### config.mk
export PLATFORM = sky130hd
export DESIGN_NAME = fetch_queue_flat
export DESIGN_NICKNAME = d
export VERILOG_FILES = /design/src/rtl/fetch_queue_if.sv /design/src/rtl/fetch_queue.sv /design/src/flat_wrapper.sv
export SDC_FILE = /design/constraint.sdc
export NUM_CORES = 1
export LEC_CHECK = 0
export CAP_MARGIN = 20
export CELL_PAD_IN_SITES_DETAIL_PLACEMENT = 0
export CELL_PAD_IN_SITES_GLOBAL_PLACEMENT = 1
export CORE_MARGIN = 1
export CORE_UTILIZATION = 50
export DETAILED_ROUTE_END_ITERATION = 10
export GPL_TIMING_DRIVEN = 0
export PLACE_DENSITY_LB_ADDON = 0.1
export SYNTH_ARGS = -nofsm -noshare
export SYNTH_HDL_FRONTEND = slang
export SYNTH_SLANG_ARGS = --single-unit
### constraint.sdc
create_clock -name clock -period 13.5 [get_ports clock]
set_input_delay 1.35 -clock clock [delete_from_list [all_inputs] [get_ports clock]]
set_output_delay 1.35 -clock clock [all_outputs]
set_load 0.02 [all_outputs]
### src/rtl/fetch_queue_if.sv
// Handshake bundle between the PC fetch stage, the prefetch queue and decode.
// The master side is the fetch/decode environment; the slave side is the queue.
interface fetch_queue_if #(
   parameter int DEPTH       = 4,
   parameter int PC_WIDTH    = 8,
   parameter int INSTR_WIDTH = 32
);

   localparam int CNT_W = $clog2(DEPTH) + 1;

   logic [PC_WIDTH-1:0]    pcIn;
   logic [INSTR_WIDTH-1:0] instrIn;
   logic                   inValid;
   logic                   flush;
   logic                   deqReady;
   logic [PC_WIDTH-1:0]    pcOut;
   logic [INSTR_WIDTH-1:0] instrOut;
   logic                   outValid;
   logic                   notEnable;
   logic [CNT_W-1:0]       count;

   modport master (
      output pcIn, instrIn, inValid, flush, deqReady,
      input  pcOut, instrOut, outValid, notEnable, count
   );

   modport slave (
      input  pcIn, instrIn, inValid, flush, deqReady,
      output pcOut, instrOut, outValid, notEnable, count
   );

endinterface

### src/rtl/fetch_queue.sv
// Instruction prefetch queue: buffers (pc, instruction) pairs from the fetch
// register in FIFO order, shows the oldest pair to decode without a read
// cycle, stalls the PC register when it cannot accept, and empties on flush.
// All state changes on the falling clock edge.
module fetch_queue #(
   parameter int DEPTH       = 4,
   parameter int PC_WIDTH    = 8,
   parameter int INSTR_WIDTH = 32
) (
   input logic          clock,
   input logic          reset,
   fetch_queue_if.slave bus
);

   localparam int PTR_W = $clog2(DEPTH);
   localparam int CNT_W = PTR_W + 1;

   localparam logic [PTR_W-1:0] PTR_ONE  = PTR_W'(1);
   localparam logic [CNT_W-1:0] CNT_ONE  = CNT_W'(1);
   localparam logic [CNT_W-1:0] FULL_CNT = CNT_W'(DEPTH);

   logic [PC_WIDTH-1:0]    pcMem    [DEPTH];
   logic [INSTR_WIDTH-1:0] instrMem [DEPTH];
   logic [PTR_W-1:0]       wrPtr;
   logic [PTR_W-1:0]       rdPtr;
   logic [CNT_W-1:0]       count;

   logic notEmpty;
   logic full;
   logic deq;
   logic enq;

   // Occupancy lives in its own counter, so full and empty never alias even
   // though both pointers wrap modulo DEPTH. A write is allowed while full only
   // when the head leaves in the same cycle; flush suppresses any write.
   always_comb begin
      notEmpty = (count != '0);
      full     = (count == FULL_CNT);
      deq      = notEmpty & bus.deqReady;
      enq      = bus.inValid & (~full | deq) & ~bus.flush;
   end

   // Head entry falls through to decode; an empty queue reads as all zeros so
   // stale storage left behind by a flush is never visible. The stall only
   // holds the PC when the queue is full and decode is not freeing a slot.
   always_comb begin
      bus.outValid  = notEmpty;
      bus.pcOut     = notEmpty ? pcMem[rdPtr]    : '0;
      bus.instrOut  = notEmpty ? instrMem[rdPtr] : '0;
      bus.notEnable = full & ~bus.deqReady;
      bus.count     = count;
   end

   // Storage, pointers and occupancy. Reset wipes everything immediately;
   // flush only rewinds pointers and count, since the empty rule already
   // masks whatever data remains in storage. Simultaneous enqueue and dequeue
   // leave the count unchanged, which is what lets a full queue stream.
   always_ff @(negedge clock or posedge reset) begin
      if (reset) begin
         for (int i = 0; i < DEPTH; i++) begin
            pcMem[i]    <= '0;
            instrMem[i] <= '0;
         end
         wrPtr <= '0;
         rdPtr <= '0;
         count <= '0;
      end else if (bus.flush) begin
         wrPtr <= '0;
         rdPtr <= '0;
         count <= '0;
      end else begin
         if (enq) begin
            pcMem[wrPtr]    <= bus.pcIn;
            instrMem[wrPtr] <= bus.instrIn;
            wrPtr           <= wrPtr + PTR_ONE;
         end
         if (deq) begin
            rdPtr <= rdPtr + PTR_ONE;
         end
         case ({enq, deq})
            2'b10:   count <= count + CNT_ONE;
            2'b01:   count <= count - CNT_ONE;
            default: count <= count;
         endcase
      end
   end

endmodule

### src/flat_wrapper.sv
// flat-port wrapper written by rule: the top's interface ports become plain ports
module fetch_queue_flat 
#(
   parameter int DEPTH       = 4,
   parameter int PC_WIDTH    = 8,
   parameter int INSTR_WIDTH = 32
)
  (clock, reset, bus_pcIn, bus_instrIn, bus_inValid, bus_flush, bus_deqReady, bus_pcOut, bus_instrOut, bus_outValid, bus_notEnable, bus_count);
  fetch_queue_if #(.DEPTH(DEPTH), .PC_WIDTH(PC_WIDTH), .INSTR_WIDTH(INSTR_WIDTH)) bus_i ();
  input logic clock;
  input logic reset;
  input wire logic [$bits(bus_i.pcIn)-1:0] bus_pcIn;
  input wire logic [$bits(bus_i.instrIn)-1:0] bus_instrIn;
  input wire logic [$bits(bus_i.inValid)-1:0] bus_inValid;
  input wire logic [$bits(bus_i.flush)-1:0] bus_flush;
  input wire logic [$bits(bus_i.deqReady)-1:0] bus_deqReady;
  output wire logic [$bits(bus_i.pcOut)-1:0] bus_pcOut;
  output wire logic [$bits(bus_i.instrOut)-1:0] bus_instrOut;
  output wire logic [$bits(bus_i.outValid)-1:0] bus_outValid;
  output wire logic [$bits(bus_i.notEnable)-1:0] bus_notEnable;
  output wire logic [$bits(bus_i.count)-1:0] bus_count;
  assign bus_i.pcIn = bus_pcIn;
  assign bus_i.instrIn = bus_instrIn;
  assign bus_i.inValid = bus_inValid;
  assign bus_i.flush = bus_flush;
  assign bus_i.deqReady = bus_deqReady;
  assign bus_pcOut = bus_i.pcOut;
  assign bus_instrOut = bus_i.instrOut;
  assign bus_outValid = bus_i.outValid;
  assign bus_notEnable = bus_i.notEnable;
  assign bus_count = bus_i.count;
  fetch_queue #(.DEPTH(DEPTH), .PC_WIDTH(PC_WIDTH), .INSTR_WIDTH(INSTR_WIDTH)) u_core (.clock(clock), .reset(reset), .bus(bus_i));
endmodule
Yosys cells after proc, flatten, opt, wreduce, memory -nomap -nowiden
Index checks and enable logic that the tools add are counted.
Storage, ports and cells
  output and inout bits: 45
  input port bits: 45
  logic and storage cells: 57
  bits in registers: 167
Operators by class
  equal/unequal tests: 3
  magnitude comparators: 3
  reductions and logical operators: 6
  bitwise operators: 10
  add/sub/neg operators: 4
  mux-type cells: 20
Operators by type and width (number)
  128-bit bitwise mux: 1
  32-bit 2-to-1 mux: 4
  32-bit binary-select mux with 2-bit select: 1
  32-bit demux with 2-bit select: 1
  32-bit bitwise mux: 1
  8-bit 2-to-1 mux: 4
  8-bit binary-select mux with 2-bit select: 1
  8-bit demux with 2-bit select: 1
  2-bit 2-to-1 mux: 4
  3-bit greater-or-equal comparator, second input constant: 2
  2-bit inverter with 3-bit output: 2
  3-bit case mux with 2 select lines: 1
  3-bit nonzero test: 2
  2-bit by 1-bit adder with 2-bit output, second input constant: 2
  1-bit AND: 4
  2-bit nonzero test: 2
  3-bit by 1-bit adder with 3-bit output, second input constant: 1
  3-bit == test, second input constant: 1
  3-bit by 1-bit < comparator with 1-bit output, second input constant: 1
  3-bit 2-to-1 mux: 1
  1-bit inverter: 3
  3-bit by 1-bit subtractor with 3-bit output, second input constant: 1
  2-bit by 1-bit == test with 1-bit output, second input constant: 1
  2-bit == test, second input constant: 1
  3 further kinds: 3

Logic depth before layout (Yosys ltp)
  depth after elaboration: 8
  mapped depth: 10
  gate-level depth less buffers: 8

==> qor.yml <==
final_nets: 656
coreArea_mm2: 0.01520
num_vias: 4489
dpl-instance-area_mm2: 0.008946
regArea_mm2: 0.004179
slew_violations: 0
die-area_mm2: 0.01609
start_util: 0.5128
h-tree-depth: 4
hp-class: "reg -> reg"
syn_inst: 498
cts.sinks: 167
grt_max_degree: 105
antenna_found_initial: 0
tns_ns: 0
finClkSkew_ns: 0.006772
grt_overflow: 0
ctsLongestPathBuffers: 2
portBuffers: 88
synth-seq-area-share: 0.5361
slew_headroom: 0.5521
clk_latency_ns: 0.40
area_growth_pct: 22.20
cts_tree: "yes"
postLayoutCellArea_mm2: 0.009525
grt_pass1_vias: 4872
utilization: 0.6266
total_power_mw: 1.838
tightestPinTransition_ns: 0.6719
io_pins: 90
crit_path_start_kind: "register"
finalSetupViolCount: 0
synth_top_cells_by_count: "dfrtn_1 (167), mux2_2 (147), and2_1 (40), mux4_2 (40), buf_6 (14)"
holdWs_ns: 0.4365
hold_viol_final: 0
ys_top_cells_by_area: "dfrtn_1 (54%), mux2_2 (21%), mux4_2 (12%)"
cts-root-buf: "clkbuf_16"
synth.cell_area_mm2: 0.007795
worstHoldPathCells: 1
syn_nets: 548
drt_pass1_iterations: 4
avgSynthCellArea_um2: 15.65
cts-buffers-inserted: 17
drtIter0Drc: 174
grt_pass1_wl_um: 25540
path_max_fanout: 10
critPathCaptureType: "output port"
avgViaCountPerCell: 5.563
synth_edf_count: 0
yosysWarnings: 0
die_x_um: 126.9
wl_per_cell_um: 19.03
cts_setup_buffers: 0
die_h_um: 126.9
hold_buffers: 0
cap_violations: 0
outcome: "finished clean"
synth_flop_cell: "dfrtn_1"
ys_async_sr_fraction: 1.000
yosys_register_bits: 167
synth_top_cell_area_share: 0.5361
cts-resized-gates: 0
ys_types: 37
multi_input_area_mm2: 0.003339
peakVddDrop_uv: 109.2
power_density_mw_per_mm2: 193.0
grt_usage: 0.2108
routed_wl_um: 15360
fillers: 1166
grt_setup_unrepaired: "false"
antennaDiodeCount: 0
critical_path_required_ns: 12.15
drc: 0
path_clk_slew_ns: 0.05
dp_hpwl_um: 9911
r2r_cells: 10
yosysTopAreaCell: "dfrtn_1"
ant_nets: 0
cp.arrival_ns: 9.55
critPathKind: "reg -> out"
gp_congestion: 0.7249
synth.most_common_cell: "dfrtn_1"
drive_gt1_frac: 0.4071
rows: 45
p_leak_nw: 4.101
## where the power goes
| part | internal, mW | leakage, nW | switching [mW] |
|---|---|---|---|
| clock network | 0.273 | 0.265 | 0.202 |
| logic | 0.354 | 1.74 | 0.234 |
| registers | 0.691 | 2.09 | 0.0837 |
| total | 1.32 | 4.10 | 0.520 |
## cells in the final DEF, fill, tap and decap left out, drive strengths merged, types with 2 or more instances in the layout
cell type      Yosys  layout
dfrtn            167     167
nand2              6       6
clkbuf            11      29
bufinv             0       2
a21oi              7       7
ha                 4       4
a31oi              2       2
mux4              40      40
inv                5       8
nor3b              3       3
mux2             160     160
clkdlybuf4s50      0      88
nand3              3       3
nor2               6       6
xor2               2       2
buf               25      26
and2              40      40
clkinv             0       3
nand2b             3       3
clkinvlp           0       6
## cell type report
cell class	count	share of cell area
buffer	36	0.02706
clock buffer	18	0.04505
clock inverter	14	0.01576
inverter	5	0.002758
multi-input combinational	290	0.3506
sequential	167	0.4387
tap	188	0.02469
timing repair buffer	89	0.09536
## flip-flops by register name, summed over array words and instances (netlist names)
| register | count |
|---|---|
| u_core.wrPtr | 2 |
| u_core.bus.count | 3 |
| u_core.pcMem | 32 |
| u_core.instrMem | 128 |
| u_core.rdPtr | 2 |
## cell families after synthesis
group / Yosys count / synth area share
and+or+nand+nor: 66 / 0.05425
adders and majority gates: 5 / 0.008989
AOI/OAI and AO/OA: 15 / 0.01188
DFF: 167 / 0.5361
muxes: 201 / 0.3499
xor gates and xnor gates: 3 / 0.003371
buffers and inverters: 41 / 0.03547
## metal layers
layer | global-route usage | wire length, um | part of all wire | vias up
met4 | 0.06723 | 170 | 0.011 | 0
met5 | 0 | 0 | 0 | -
met2 | 0.3365 | 7651 | 0.50 | 79
met1 | 0.2877 | 7058 | 0.46 | 2368
li1 | - | - | - | 2025
met3 | 0.04850 | 478 | 0.031 | 17
## stage by stage
step	setup WS [ns]	std cells
finish	2.597	807
global route	2.381	807
CTS	2.485	807
detailed placement	2.918	775
global placement	-0.9281	774
floorplan	1.056	498
## final timing paths
| check | startpoint | endpoint | slack [ns] |
|---|---|---|---|
| max in group asynchronous | reset | u_core.pcMem[22]$_DFFE_NP0P_ | 4.59 |
| hold reg to reg | u_core.instrMem[23]$_DFFE_NP0P_ | u_core.instrMem[23]$_DFFE_NP0P_ | 0.44 |
| min in group asynchronous | reset | u_core.instrMem[114]$_DFFE_NP0P_ | 8.02 |
| setup reg to reg | u_core.bus.count[1]$_DFFE_NP0P_ | u_core.bus.count[2]$_DFFE_NP0P_ | 10.86 |
| setup / recovery | u_core.bus.count[1]$_DFFE_NP0P_ | bus_instrOut[27] | 2.60 |
| hold / removal | u_core.instrMem[23]$_DFFE_NP0P_ | u_core.instrMem[23]$_DFFE_NP0P_ | 0.44 |
## critical path, stage by stage, from the launching register on
cell and delay (ns):
dfrtn_1 0.45, buf_2 0.24, or3_1 0.14, clkbuf_1 0.32, clkbuf_1 0.41, and2_1 0.22, clkdlybuf4s50_1 0.61
No activity file was read; power rests on OpenSTA's default activity.
